$ cat src/rtl/video_timing_pkg.sv
`default_nettype none
// ============================================================================
//  Module      : video_timing_pkg
//  Description : Shared types and default raster constants for the video
//                timing generator. Defaults describe a 320x240 visible
//                raster inside a 400x262 total raster.
//  Contents    : counter/compare/frame types, flag bundle, default timing,
//                derived sync window edges, window-compare helper.
//  Revision    : 1.0 - initial release
// ============================================================================
package video_timing_pkg;

    // Beam counters are 9 bits wide. All comparisons go through a 10-bit
    // intermediate so a 512-pixel or 512-line raster wraps without overflow.
    localparam int unsigned c_cnt_w   = 9;
    localparam int unsigned c_cmp_w   = 10;
    localparam int unsigned c_frame_w = 8;

    typedef logic [c_cnt_w-1:0]   cnt_t;
    typedef logic [c_cmp_w-1:0]   cmp_t;
    typedef logic [c_frame_w-1:0] frame_t;

    // Per-pixel raster flags, registered together with the beam counters.
    typedef struct packed {
        logic hsync;
        logic vsync;
        logic hblank;
        logic vblank;
        logic de;
    } flags_t;

    // Default timing
    localparam int unsigned c_ce_div   = 4;
    localparam int unsigned c_h_active = 320;
    localparam int unsigned c_h_fp     = 16;
    localparam int unsigned c_h_sync   = 32;
    localparam int unsigned c_h_bp     = 32;
    localparam int unsigned c_v_active = 240;
    localparam int unsigned c_v_fp     = 4;
    localparam int unsigned c_v_sync   = 3;
    localparam int unsigned c_v_bp     = 15;

    // Derived default geometry (sync windows are half-open: [start, end))
    localparam int unsigned c_h_total  = c_h_active + c_h_fp + c_h_sync + c_h_bp;
    localparam int unsigned c_v_total  = c_v_active + c_v_fp + c_v_sync + c_v_bp;
    localparam int unsigned c_hs_start = c_h_active + c_h_fp;
    localparam int unsigned c_hs_end   = c_hs_start + c_h_sync;
    localparam int unsigned c_vs_start = c_v_active + c_v_fp;
    localparam int unsigned c_vs_end   = c_vs_start + c_v_sync;

    // True when lo <= pos < hi.
    function automatic logic in_window(cmp_t pos, cmp_t lo, cmp_t hi);
        return (pos >= lo) && (pos < hi);
    endfunction

endpackage
`default_nettype wire

$ cat src/rtl/video_timing_if.sv
`default_nettype none
// ============================================================================
//  Module      : video_timing_if
//  Description : Raster timing bundle passed from the timing generator to
//                the character-map renderer (and the CPU irq input).
//  Signals     : ce_pix     - one-clk pixel strobe
//                hcnt/vcnt  - beam position
//                hsync/vsync, hblank/vblank, de - raster flags
//                vblank_irq - one-clk strobe at vblank entry
//                frame_cnt  - completed frames, wrapping
//  Modports    : master (generator drives), slave (consumer reads)
//  Revision    : 1.0 - initial release
// ============================================================================
interface video_timing_if;
    import video_timing_pkg::*;

    logic   ce_pix;
    cnt_t   hcnt;
    cnt_t   vcnt;
    logic   hsync;
    logic   vsync;
    logic   hblank;
    logic   vblank;
    logic   de;
    logic   vblank_irq;
    frame_t frame_cnt;

    modport master (
        output ce_pix, hcnt, vcnt, hsync, vsync, hblank, vblank, de,
               vblank_irq, frame_cnt
    );

    modport slave (
        input  ce_pix, hcnt, vcnt, hsync, vsync, hblank, vblank, de,
               vblank_irq, frame_cnt
    );

endinterface
`default_nettype wire

$ cat src/rtl/video_timing_ce_divider.sv
`default_nettype none
// ============================================================================
//  Module      : video_timing_ce_divider
//  Description : Pixel clock-enable divider. A counter runs 0..CE_DIV-1 and
//                ce_pix is registered high for exactly the clk in which the
//                counter holds CE_DIV-1. With CE_DIV=1 ce_pix is high on
//                every clk after the first edge out of reset.
//  Ports       : clk    - system clock
//                reset  - asynchronous active-low reset
//                ce_pix - registered one-clk pixel strobe
//  Revision    : 1.0 - initial release
// ============================================================================
module video_timing_ce_divider #(
    parameter int unsigned CE_DIV = 4
) (
    input  logic clk,
    input  logic reset,
    output logic ce_pix
);

    logic r_ce;

    generate
        if (CE_DIV <= 1) begin : g_single
            // No counter needed: the strobe is simply held high.
            always_ff @(posedge clk or negedge reset) begin
                if (!reset) begin
                    r_ce <= 1'b0;
                end else begin
                    r_ce <= 1'b1;
                end
            end
        end else begin : g_count
            localparam int unsigned          c_div_w    = $clog2(CE_DIV);
            localparam logic [c_div_w-1:0]   c_div_last = c_div_w'(CE_DIV - 1);

            logic [c_div_w-1:0] r_div;
            logic [c_div_w-1:0] w_div_next;

            always_comb begin
                w_div_next = r_div + 1'b1;
                if (r_div == c_div_last) begin
                    w_div_next = '0;
                end
            end

            // The strobe is registered from the next divider value so it is
            // high while r_div sits at its terminal count.
            always_ff @(posedge clk or negedge reset) begin
                if (!reset) begin
                    r_div <= '0;
                    r_ce  <= 1'b0;
                end else begin
                    r_div <= w_div_next;
                    r_ce  <= (w_div_next == c_div_last);
                end
            end
        end
    endgenerate

    assign ce_pix = r_ce;

endmodule
`default_nettype wire

$ cat src/rtl/video_timing.sv
`default_nettype none
// ============================================================================
//  Module      : video_timing
//  Description : Raster timing generator feeding the character-map renderer.
//                Produces pixel strobe, 9-bit beam counters, sync/blank/de
//                flags, a one-clk vblank interrupt strobe and a frame count.
//                Every output is registered.
//  Ports       : clk   - system clock
//                reset - asynchronous active-low reset
//                vid   - video_timing_if master: ce_pix, hcnt, vcnt, hsync,
//                        vsync, hblank, vblank, de, vblank_irq, frame_cnt
//  Revision    : 1.0 - initial release
// ============================================================================
module video_timing
    import video_timing_pkg::*;
#(
    parameter int unsigned CE_DIV   = c_ce_div,
    parameter int unsigned H_ACTIVE = c_h_active,
    parameter int unsigned H_FP     = c_h_fp,
    parameter int unsigned H_SYNC   = c_h_sync,
    parameter int unsigned H_BP     = c_h_bp,
    parameter int unsigned V_ACTIVE = c_v_active,
    parameter int unsigned V_FP     = c_v_fp,
    parameter int unsigned V_SYNC   = c_v_sync,
    parameter int unsigned V_BP     = c_v_bp
) (
    input  logic           clk,
    input  logic           reset,
    video_timing_if.master vid
);

    // Geometry in compare width
    localparam cmp_t c_h_active_w = cmp_t'(H_ACTIVE);
    localparam cmp_t c_h_total_w  = cmp_t'(H_ACTIVE + H_FP + H_SYNC + H_BP);
    localparam cmp_t c_hs_start_w = cmp_t'(H_ACTIVE + H_FP);
    localparam cmp_t c_hs_end_w   = cmp_t'(H_ACTIVE + H_FP + H_SYNC);
    localparam cmp_t c_v_active_w = cmp_t'(V_ACTIVE);
    localparam cmp_t c_v_total_w  = cmp_t'(V_ACTIVE + V_FP + V_SYNC + V_BP);
    localparam cmp_t c_vs_start_w = cmp_t'(V_ACTIVE + V_FP);
    localparam cmp_t c_vs_end_w   = cmp_t'(V_ACTIVE + V_FP + V_SYNC);

    logic   w_ce;

    cnt_t   r_hcnt;
    cnt_t   r_vcnt;
    flags_t r_flags;
    logic   r_irq;
    frame_t r_frame_cnt;

    cmp_t   w_h_inc;
    cmp_t   w_h_next;
    logic   w_h_wrap;
    cmp_t   w_v_inc;
    cmp_t   w_v_next;
    logic   w_frame_wrap;
    flags_t w_flags_next;
    logic   w_irq_next;

    video_timing_ce_divider #(
        .CE_DIV (CE_DIV)
    ) u_ce_divider (
        .clk    (clk),
        .reset  (reset),
        .ce_pix (w_ce)
    );

    // Next beam position and the flags that belong to it. Flags are taken
    // from the next position so they always describe the counters they are
    // registered alongside.
    always_comb begin
        w_h_inc      = cmp_t'(r_hcnt) + cmp_t'(1);
        w_h_wrap     = (w_h_inc == c_h_total_w);
        w_h_next     = w_h_wrap ? '0 : w_h_inc;
        w_v_inc      = cmp_t'(r_vcnt) + cmp_t'(1);
        w_v_next     = cmp_t'(r_vcnt);
        w_frame_wrap = 1'b0;

        // Vertical state only moves on a line wrap, keeping vsync/vblank
        // line-aligned.
        if (w_h_wrap) begin
            if (w_v_inc == c_v_total_w) begin
                w_v_next     = '0;
                w_frame_wrap = 1'b1;
            end else begin
                w_v_next     = w_v_inc;
            end
        end

        w_flags_next.hblank = (w_h_next >= c_h_active_w);
        w_flags_next.vblank = (w_v_next >= c_v_active_w);
        w_flags_next.hsync  = in_window(w_h_next, c_hs_start_w, c_hs_end_w);
        w_flags_next.vsync  = in_window(w_v_next, c_vs_start_w, c_vs_end_w);
        w_flags_next.de     = ~w_flags_next.hblank & ~w_flags_next.vblank;

        // vblank entry happens only on the line wrap that lands on V_ACTIVE.
        w_irq_next = w_h_wrap && (w_v_next == c_v_active_w);
    end

    always_ff @(posedge clk or negedge reset) begin
        if (!reset) begin
            r_hcnt      <= '0;
            r_vcnt      <= '0;
            r_flags     <= '0;
            r_irq       <= 1'b0;
            r_frame_cnt <= '0;
        end else begin
            // The irq register is rewritten every clk so the strobe lasts
            // exactly one clk even when pixels span several clks.
            r_irq <= w_ce & w_irq_next;
            if (w_ce) begin
                r_hcnt  <= cnt_t'(w_h_next);
                r_vcnt  <= cnt_t'(w_v_next);
                r_flags <= w_flags_next;
                if (w_frame_wrap) begin
                    r_frame_cnt <= r_frame_cnt + frame_t'(1);
                end
            end
        end
    end

    assign vid.ce_pix     = w_ce;
    assign vid.hcnt       = r_hcnt;
    assign vid.vcnt       = r_vcnt;
    assign vid.hsync      = r_flags.hsync;
    assign vid.vsync      = r_flags.vsync;
    assign vid.hblank     = r_flags.hblank;
    assign vid.vblank     = r_flags.vblank;
    assign vid.de         = r_flags.de;
    assign vid.vblank_irq = r_irq;
    assign vid.frame_cnt  = r_frame_cnt;

endmodule
`default_nettype wire

$ cat src/flat_wrapper.sv
// flat-port wrapper written by rule: the top's interface ports become plain ports
module video_timing_flat import video_timing_pkg::*;
#(
    parameter int unsigned CE_DIV   = c_ce_div,
    parameter int unsigned H_ACTIVE = c_h_active,
    parameter int unsigned H_FP     = c_h_fp,
    parameter int unsigned H_SYNC   = c_h_sync,
    parameter int unsigned H_BP     = c_h_bp,
    parameter int unsigned V_ACTIVE = c_v_active,
    parameter int unsigned V_FP     = c_v_fp,
    parameter int unsigned V_SYNC   = c_v_sync,
    parameter int unsigned V_BP     = c_v_bp
)
  (clk, reset, vid_ce_pix, vid_hcnt, vid_vcnt, vid_hsync, vid_vsync, vid_hblank, vid_vblank, vid_de, vid_vblank_irq, vid_frame_cnt);
  video_timing_if vid_i ();
  input  logic clk;
  input  logic reset;
  output wire logic [$bits(vid_i.ce_pix)-1:0] vid_ce_pix;
  output wire logic [$bits(vid_i.hcnt)-1:0] vid_hcnt;
  output wire logic [$bits(vid_i.vcnt)-1:0] vid_vcnt;
  output wire logic [$bits(vid_i.hsync)-1:0] vid_hsync;
  output wire logic [$bits(vid_i.vsync)-1:0] vid_vsync;
  output wire logic [$bits(vid_i.hblank)-1:0] vid_hblank;
  output wire logic [$bits(vid_i.vblank)-1:0] vid_vblank;
  output wire logic [$bits(vid_i.de)-1:0] vid_de;
  output wire logic [$bits(vid_i.vblank_irq)-1:0] vid_vblank_irq;
  output wire logic [$bits(vid_i.frame_cnt)-1:0] vid_frame_cnt;
  assign vid_ce_pix = vid_i.ce_pix;
  assign vid_hcnt = vid_i.hcnt;
  assign vid_vcnt = vid_i.vcnt;
  assign vid_hsync = vid_i.hsync;
  assign vid_vsync = vid_i.vsync;
  assign vid_hblank = vid_i.hblank;
  assign vid_vblank = vid_i.vblank;
  assign vid_de = vid_i.de;
  assign vid_vblank_irq = vid_i.vblank_irq;
  assign vid_frame_cnt = vid_i.frame_cnt;
  video_timing #(.CE_DIV(CE_DIV), .H_ACTIVE(H_ACTIVE), .H_FP(H_FP), .H_SYNC(H_SYNC), .H_BP(H_BP), .V_ACTIVE(V_ACTIVE), .V_FP(V_FP), .V_SYNC(V_SYNC), .V_BP(V_BP)) u_core (.clk(clk), .reset(reset), .vid(vid_i));
endmodule
$ cat config.mk
export PLATFORM = sky130hd
export DESIGN_NAME = video_timing_flat
export DESIGN_NICKNAME = d
export VERILOG_FILES = /design/src/rtl/video_timing_pkg.sv /design/src/rtl/video_timing_if.sv /design/src/rtl/video_timing_ce_divider.sv /design/src/rtl/video_timing.sv /design/src/flat_wrapper.sv
export SDC_FILE = /design/constraint.sdc
export NUM_CORES = 1
export LEC_CHECK = 0
export CAP_MARGIN = 5
export CORE_MARGIN = 2
export CORE_UTILIZATION = 50
export CTS_CLUSTER_DIAMETER = 30
export CTS_CLUSTER_SIZE = 10
export DETAILED_ROUTE_END_ITERATION = 16
export PLACE_DENSITY = 0.86
export SYNTH_ARGS = -nofsm -noshare
export SYNTH_HDL_FRONTEND = slang
export SYNTH_HIERARCHICAL = 1
export SYNTH_SLANG_ARGS = --single-unit
$ cat constraint.sdc
create_clock -name clk -period 6.6 [get_ports clk]
set_clock_uncertainty 0.1 [all_clocks]
set_input_delay 1.98 -clock clk [delete_from_list [all_inputs] [get_ports clk]]
set_output_delay 1.98 -clock clk [all_outputs]
set_load 0.005 [all_outputs]
# After elaboration in Yosys (flattened, before gate mapping)
# Cells that the tools add are included.
dict set report op_classes {
  add_sub_neg 4
  magnitude_cmp 6
  eq_ne 5
  n_mux 6
  bitwise 4
  n_reduce_logical 4
}
# op n
set ops {}
lappend ops {{10-bit 2-to-1 mux} 3}
lappend ops {{9-bit by 1-bit adder with 10-bit output (second input constant)} 2}
lappend ops {{10-bit by 9-bit == test with 1-bit output (second input constant)} 2}
lappend ops {{10-bit by 8-bit greater-or-equal comparator with 1-bit output (second input constant)} 2}
lappend ops {{10-bit by 9-bit greater-or-equal comparator with 1-bit output (second input constant)} 2}
lappend ops {{10-bit by 8-bit == test with 1-bit output (second input constant)} 1}
lappend ops {{10-bit by 8-bit less-than comparator with 1-bit output (second input constant)} 1}
lappend ops {{10-bit by 9-bit less-than comparator with 1-bit output (second input constant)} 1}
lappend ops {{8-bit by 1-bit adder with 8-bit output (second input constant)} 1}
lappend ops {{2-bit == test (second input constant)} 2}
lappend ops {{1-bit logical AND} 3}
lappend ops {{2-bit by 1-bit adder with 2-bit output (second input constant)} 1}
lappend ops {{1-bit bitwise AND} 2}
lappend ops {{1-bit 2-to-1 mux} 2}
lappend ops {{2-bit 2-to-1 mux} 1}
lappend ops {{1-bit NOT} 2}
lappend ops {{2-bit AND reduction} 1}
dict set report totals {
  ff_bits 35
  input_bits 2
  output_inout_bits 33
  word_cells 40
}

# Longest topological paths before layout
dict set report logic_depth {
  word_depth 7
  mapped_depth 11
}

# By module
# Netlist, hierarchy kept.
# module n_inst cells_each area_each_um2 seq_area_each_um2
set by_module_without_submodules {}
lappend by_module_without_submodules {video_timing 1 217 1988.2 800.8}
lappend by_module_without_submodules {video_timing_ce_divider 1 8 111.4 75.1}

# Worst setup path before layout
# OpenSTA, ideal clock, no wires.
dict set report synth_timing {
  path_type {reg2reg}
  start {register u_core.r_hcnt[0], in the netlist u_core/vid.hcnt[0]}
  end {register u_core.r_flags (netlist bit u_core/vid.de)}
  setup_time_ps 66
  arrival_ps 2577
  required_ps 6434
  path_slack_ps 3857
  path_stages_with_launch 10
  n_path_buf 1
  cell_sequence {dfrtp_1 -> ha_1 -> a21o_1 -> a311oi_1 -> o221ai_1 -> or3_1 -> buf_6 -> o311a_1 -> o211ai_2 -> a41o_1}
}
dict set report synth_via {
  elab_chain_cells 6
}
# item line_no
set synth_rtl {}
lappend synth_rtl {{start, declared} video_timing.sv:44} ;# cnt_t r_hcnt;
lappend synth_rtl {{start signal, assigned} video_timing.sv:111} ;# r_hcnt <= cnt_t'(w_h_next);
lappend synth_rtl {{9-bit by 1-bit adder with 10-bit output (*)} video_timing.sv:71} ;# w_h_inc = cmp_t'(r_hcnt) + cmp_t'(1);
lappend synth_rtl {{10-bit by 9-bit == test with 1-bit output} video_timing.sv:72} ;# w_h_wrap = (w_h_inc == c_h_total_w);
lappend synth_rtl {{10-bit 2-to-1 mux, on equally long branches} {video_timing.sv:73, video_timing.sv:80}}
lappend synth_rtl {{10-bit by 9-bit greater-or-equal comparator with 1-bit output or 10-bit by 8-bit greater-or-equal comparator with 1-bit output (tied branches)} {video_timing.sv:89, video_timing.sv:90}}
lappend synth_rtl {{1-bit NOT} video_timing.sv:93} ;# w_flags_next.de = ~w_flags_next.hblank & ~w_flags_next.vblank;
lappend synth_rtl {{1-bit bitwise AND (*)} video_timing.sv:93}
lappend synth_rtl {{end signal, assigned} video_timing.sv:113} ;# r_flags <= w_flags_next;
lappend synth_rtl {{end, declared} video_timing.sv:46} ;# flags_t r_flags;
# Every way passes the cells marked *; elsewhere a longest branch is shown, timed or not.
# A chain may end at the register's enable or synchronous reset.

# Worst setup path after layout
dict set report layout_timing {
  start {register u_core.u_ce_divider.r_ce, in the netlist u_core/u_ce_divider/ce_pix}
  end {output vid_ce_pix}
}
# item line_no
set layout_rtl {}
lappend layout_rtl {{start, declared} video_timing_ce_divider.sv:21} ;# logic r_ce;
lappend layout_rtl {{start signal, assigned} video_timing_ce_divider.sv:55} ;# r_ce <= (w_div_next == c_div_last);
lappend layout_rtl {{end, declared} flat_wrapper.sv:18} ;# output wire logic [$bits(vid_i.ce_pix)-1:0] vid_ce_pix;
# No word-level cell between the ends.

==> qor_table.md <==
| Stage | Quantity | Value |
| --- | --- | --- |
| sta | Setup repair after global routing missed its margin | no |
| yosys | Register bit count reported by yosys | 35 |
| hold path | Hold Path Cell Cnt | 1 |
| routing | Per-cell via count in the routed design | 5.89 |
| sta | Accumulated negative setup slack | 0 ns |
| floorplanning | FP Rows | 23 |
| power | Net switching share of the total power | 21.5% |
| layout | Final Instance Area | 0.00250 mm2 |
| worst setup path | Buf+Inv Stages, Crit Path | 1 |
| floorplanning | Die Y-Extent | 68.8 um |
| floorplanning | Placeable core region | 0.00403 mm2 |
| floorplanning | Die area | 0.00473 mm2 |
| hold path | Hold path endpoint | u_core/u_ce_divider/g_count.r_div[0] |
| worst setup path | Maximum fanout count along the critical path | 20 |
| cts | Clock tree from TritonCTS | built |
| worst setup path | Max incr delay on CP | 0.67 ns |
| sta | Final-report setup violation count | 0 |
| worst setup path | Slowest CP cell | dfrtp_1 |
| power | Internal power contribution | 0.289 mW |
| cts | Worst skew pair latency | 0.29 ns |
| power | Portion of total power attributed to sequential cells | 58.3% |
| routing | DRC | 0 |
| cts | Clock transition time at the flip-flop clock pins of the worst setup and hold paths | 0.07 ns |
| hold path | Min-Delay Path Class | reg -> reg |
| power | Combinational fraction of design power | 1.3% |
| yosys | Sequential area share after synthesis | 41.7% |
| floorplanning | I/O pin total | 35 |
| layout | Share of cells above drive strength 1 | 5.22% |
| global routing | Initial antenna violation count | 0 |
| sta | F_max | 274 MHz |
| cts | Cell at the root of the clock tree | clkbuf_8 |
| placement | Final weighted congestion of routability-driven global placement | 0.856 |
| sta | Hold Fails Final Rpt | 0 |
| outcome | Result of the run | complete, no violations |
| global routing | Maximum number of pins on one net before global-route repair | 36 |
| layout | Area grow syn2layout | 19.1% |
| cts | Worst-case clock buffer depth | 2 |
| cts | Hold bufs inserted after CTS | 0 |
| worst setup path | CP startpoint kind | flip-flop |
| routing | Total routed wirelength | 4400 um |
| cts | CTS-repair resized insts | 0 |
| power | Peak ir drop on the vdd network | 0.000120 V |
| yosys | Post-Synthesis Net Count | 234 |
| worst setup path | Crit path max-delay family | flip-flops |
| cts | Clock buffer count from CTS | 5 |
| global routing | All-layer global routing usage | 20.2% |
| worst setup path | Crit Reg-Reg Startpoint | u_core/vid.hcnt[0] |
| placement | Placed instance area | 0.00242 mm2 |
| global routing | First-pass GRT wire length | 7070 um |
| hold path | Startpoint of the tightest hold check path | u_core/u_ce_divider/g_count.r_div[0] |
| yosys | Post-synth EDFFs | 0 |
| layout | Cell Count, Final, Fillers Out | 299 |
| cts | Post-CTS setup buffer count | 0 |
| yosys | Netlist area before placement | 0.00210 mm2 |
| sta | Transition time at the pin with the least slew margin | 0.784 ns |
| routing | Wire per inst | 14.7 um |
| power | Clock network power share | 40.4% |
| routing | Remaining number of nets flagged by the antenna check after routing | 0 |
| yosys | Total of warnings raised by yosys | 6 |
| worst setup path | R2R setup slack | 3.37 ns |
| global routing | Final global-route overflow total | 0 |
| cts | Total clock sinks | 35 |
| cts | H-tree depth | 2 |
| power | Power density relative to cell area | 147 mW/mm2 |
| run | Maximum Capacitance Violations | 0 |
| global routing | Number of global-route vias before repair | 1,501 |
| power | Power dissipated by switching net loads | 0.0791 mW |
| routing | Iteration-0 DRC count of the detailed router | 135 |
| worst setup path | Critical Path Sink Type | output port |
| yosys | Cells after synthesis | 225 |
| worst setup path | Worst-path cell chain | clkdlybuf4s50_1 |
| sta | Final critical-path share of the clock period | 55.3% |
| yosys | Proportion of register bits with asynchronous set or reset after synthesis | 100% |
| sta | Max-slew violation total from the final report | 0 |
| floorplanning | Overall die width | 68.8 um |
| sta | Relative slew margins | 47.3% |
| power | LEAKAGE | 1.03 nW |
| yosys | Top_reg_cell synth | dfrtp_1 |
| routing | Router iterations before antenna repair | 4 |
| layout | Number of diodes added for antenna fixing | 0 |
| worst setup path | Crit path arrival time | 1.57 ns |
| floorplanning | Starting density of the core | 52.1% |
| yosys | Average cell area after synthesis | 9.33 um2 |
| worst setup path | Number of cells traversed by the worst register-to-register path | 8 |
| layout | Finished Core Util | 62.1% |
| worst setup path | Reg2reg end | u_core/vid.de |
| worst setup path | Classification of the worst setup path | reg -> out |
| routing | Total via count in the routed design | 1,761 |
| placement | Hpwl dp | 3080 um |
| sta | Period minus WS final | 3.65 ns |
| layout | Final-stage net count | 257 |
| placement | Dpl cells | 291 |
| yosys | Netlist cell types | 50 |
| worst setup path | Required time worst endpoint | 4.52 ns |
| placement | Number of buffers added on ports | 34 |
-- logic make-up after synthesis --
logic type,count (synthesis),synth area share [%]
AND/OR/NAND/NOR,84,21.2
AO/OA/AOI/OAI,48,16.4
flip-flops,35,41.7
buffers and inverters,27,5.90
XOR/XNOR,18,7.51
adder cells (fa/ha/maj),7,4.17
multiplexers,6,3.04
-- metal layers --
| metal | share of wire, % | wire (um) | vias up | track usage, % |
|---|---|---|---|---|
| li1 | - | - | 867 | - |
| met3 | 5.8 | 257 | 4 | 4.87 |
| met2 | 48 | 2100 | 52 | 31.7 |
| met1 | 46 | 2020 | 838 | 27.2 |
| met5 | 0 | 0 | - | 0 |
| met4 | 0.59 | 26 | 0 | 7.11 |
-- placed cells by master (no fill, tap or decap), drive strengths merged, types with 4 or more instances in the layout --
cell and n:
a21oi 10, and2 4, and3 8, clkbuf 6, clkdlybuf4s50 34, dfrtp 35, ha 7, inv 8
nand2 19, nand2b 4, nand3 10, nand4 9, nor2 13, nor3 5, o21ai 9, xnor2 14
xor2 4
-- worst reg2reg max path, delay by kind of cell (launching register included) --
kind	cells	cell delay (ns)
adders and majority gates	1	0.35
DFF	1	0.49
AOI/OAI and AO/OA	6	1.73
and+or+nand+nor	1	0.50
-- state kept, by name, indices dropped and copies added, names as in the netlist --
register / count
u_core/vid.hcnt: 9
u_core/vid.vcnt: 9
u_core/vid.frame_cnt: 8
u_core/u_ce_divider/g_count.r_div: 2
u_core/u_ce_divider/ce_pix: 1
u_core/vid.de: 1
u_core/vid.hblank: 1
u_core/vid.hsync: 1
u_core/vid.vblank: 1
u_core/vid.vblank_irq: 1
u_core/vid.vsync: 1
-- cell usage after synthesis (3+ instances only) --
library cell  count  area share (%)
and3_1            8             2.4
and2_1            4             1.2
nand3_1          10             2.4
nand2_1          19             3.4
nand2b_1          4             1.2
clkbuf_1         10             1.8
mux2_2            3             1.6
inv_1             8             1.4
nor2_1           13             2.3
xnor2_1          14             5.8
a21oi_1          10             2.4
ha_1              7             4.2
dfrtp_1          35              42
xor2_1            4             1.7
buf_2             6             1.4
o21ai_0           9             2.1
nor3_1            4            0.95
mux2i_1           3             1.4
a31oi_1           3            0.89
and4_1            3             1.3
nand4_1           9             2.7
o41ai_1           3             1.3
o2bb2ai_1         3             1.3
-- power by group through the flow --
stage	sequential [mW]	clock [mW]	combinational, mW
floorplan	0.219	0	0.000000454
global placement	0.218	0	0.00525
detailed placement	0.218	0	0.00532
CTS	0.214	0.155	0.00531
global route	0.214	0.164	0.00587
finish	0.214	0.149	0.00492
-- metrics by stage --
step                      hold WS [ns]  worst slack [ns]  power [mW]
after floorplan                  0.322              3.86       0.219
after global placement           0.333              3.27       0.224
after detailed placement         0.347              3.25       0.224
after CTS                        0.354              2.93       0.375
after global routing             0.364              2.86       0.384
final                            0.353              2.95       0.368
-- worst max-delay path by stage --
stage,start,to,slack (ns),cells past startpoint
after floorplan,u_core/vid.hcnt[0],u_core/vid.de,3.86,9
after global placement,u_core/u_ce_divider/ce_pix,vid_ce_pix,3.27,1
after detailed placement,u_core/u_ce_divider/ce_pix,vid_ce_pix,3.25,1
after CTS,u_core/u_ce_divider/ce_pix,vid_ce_pix,2.93,1
after global routing,u_core/u_ce_divider/ce_pix,vid_ce_pix,2.86,1
final,u_core/u_ce_divider/ce_pix,vid_ce_pix,2.95,1
-- final cells by class --
cell class	instances	area (um2)
clock buffers	6	72.6
clock inverters	2	12.5
fillers	361	1530
inverters	8	30.0
multi-input cells	163	1100
flip-flops and latches	35	876
well taps	50	62.6
repair buffers	35	348
(Power assumes the default switching activity.)
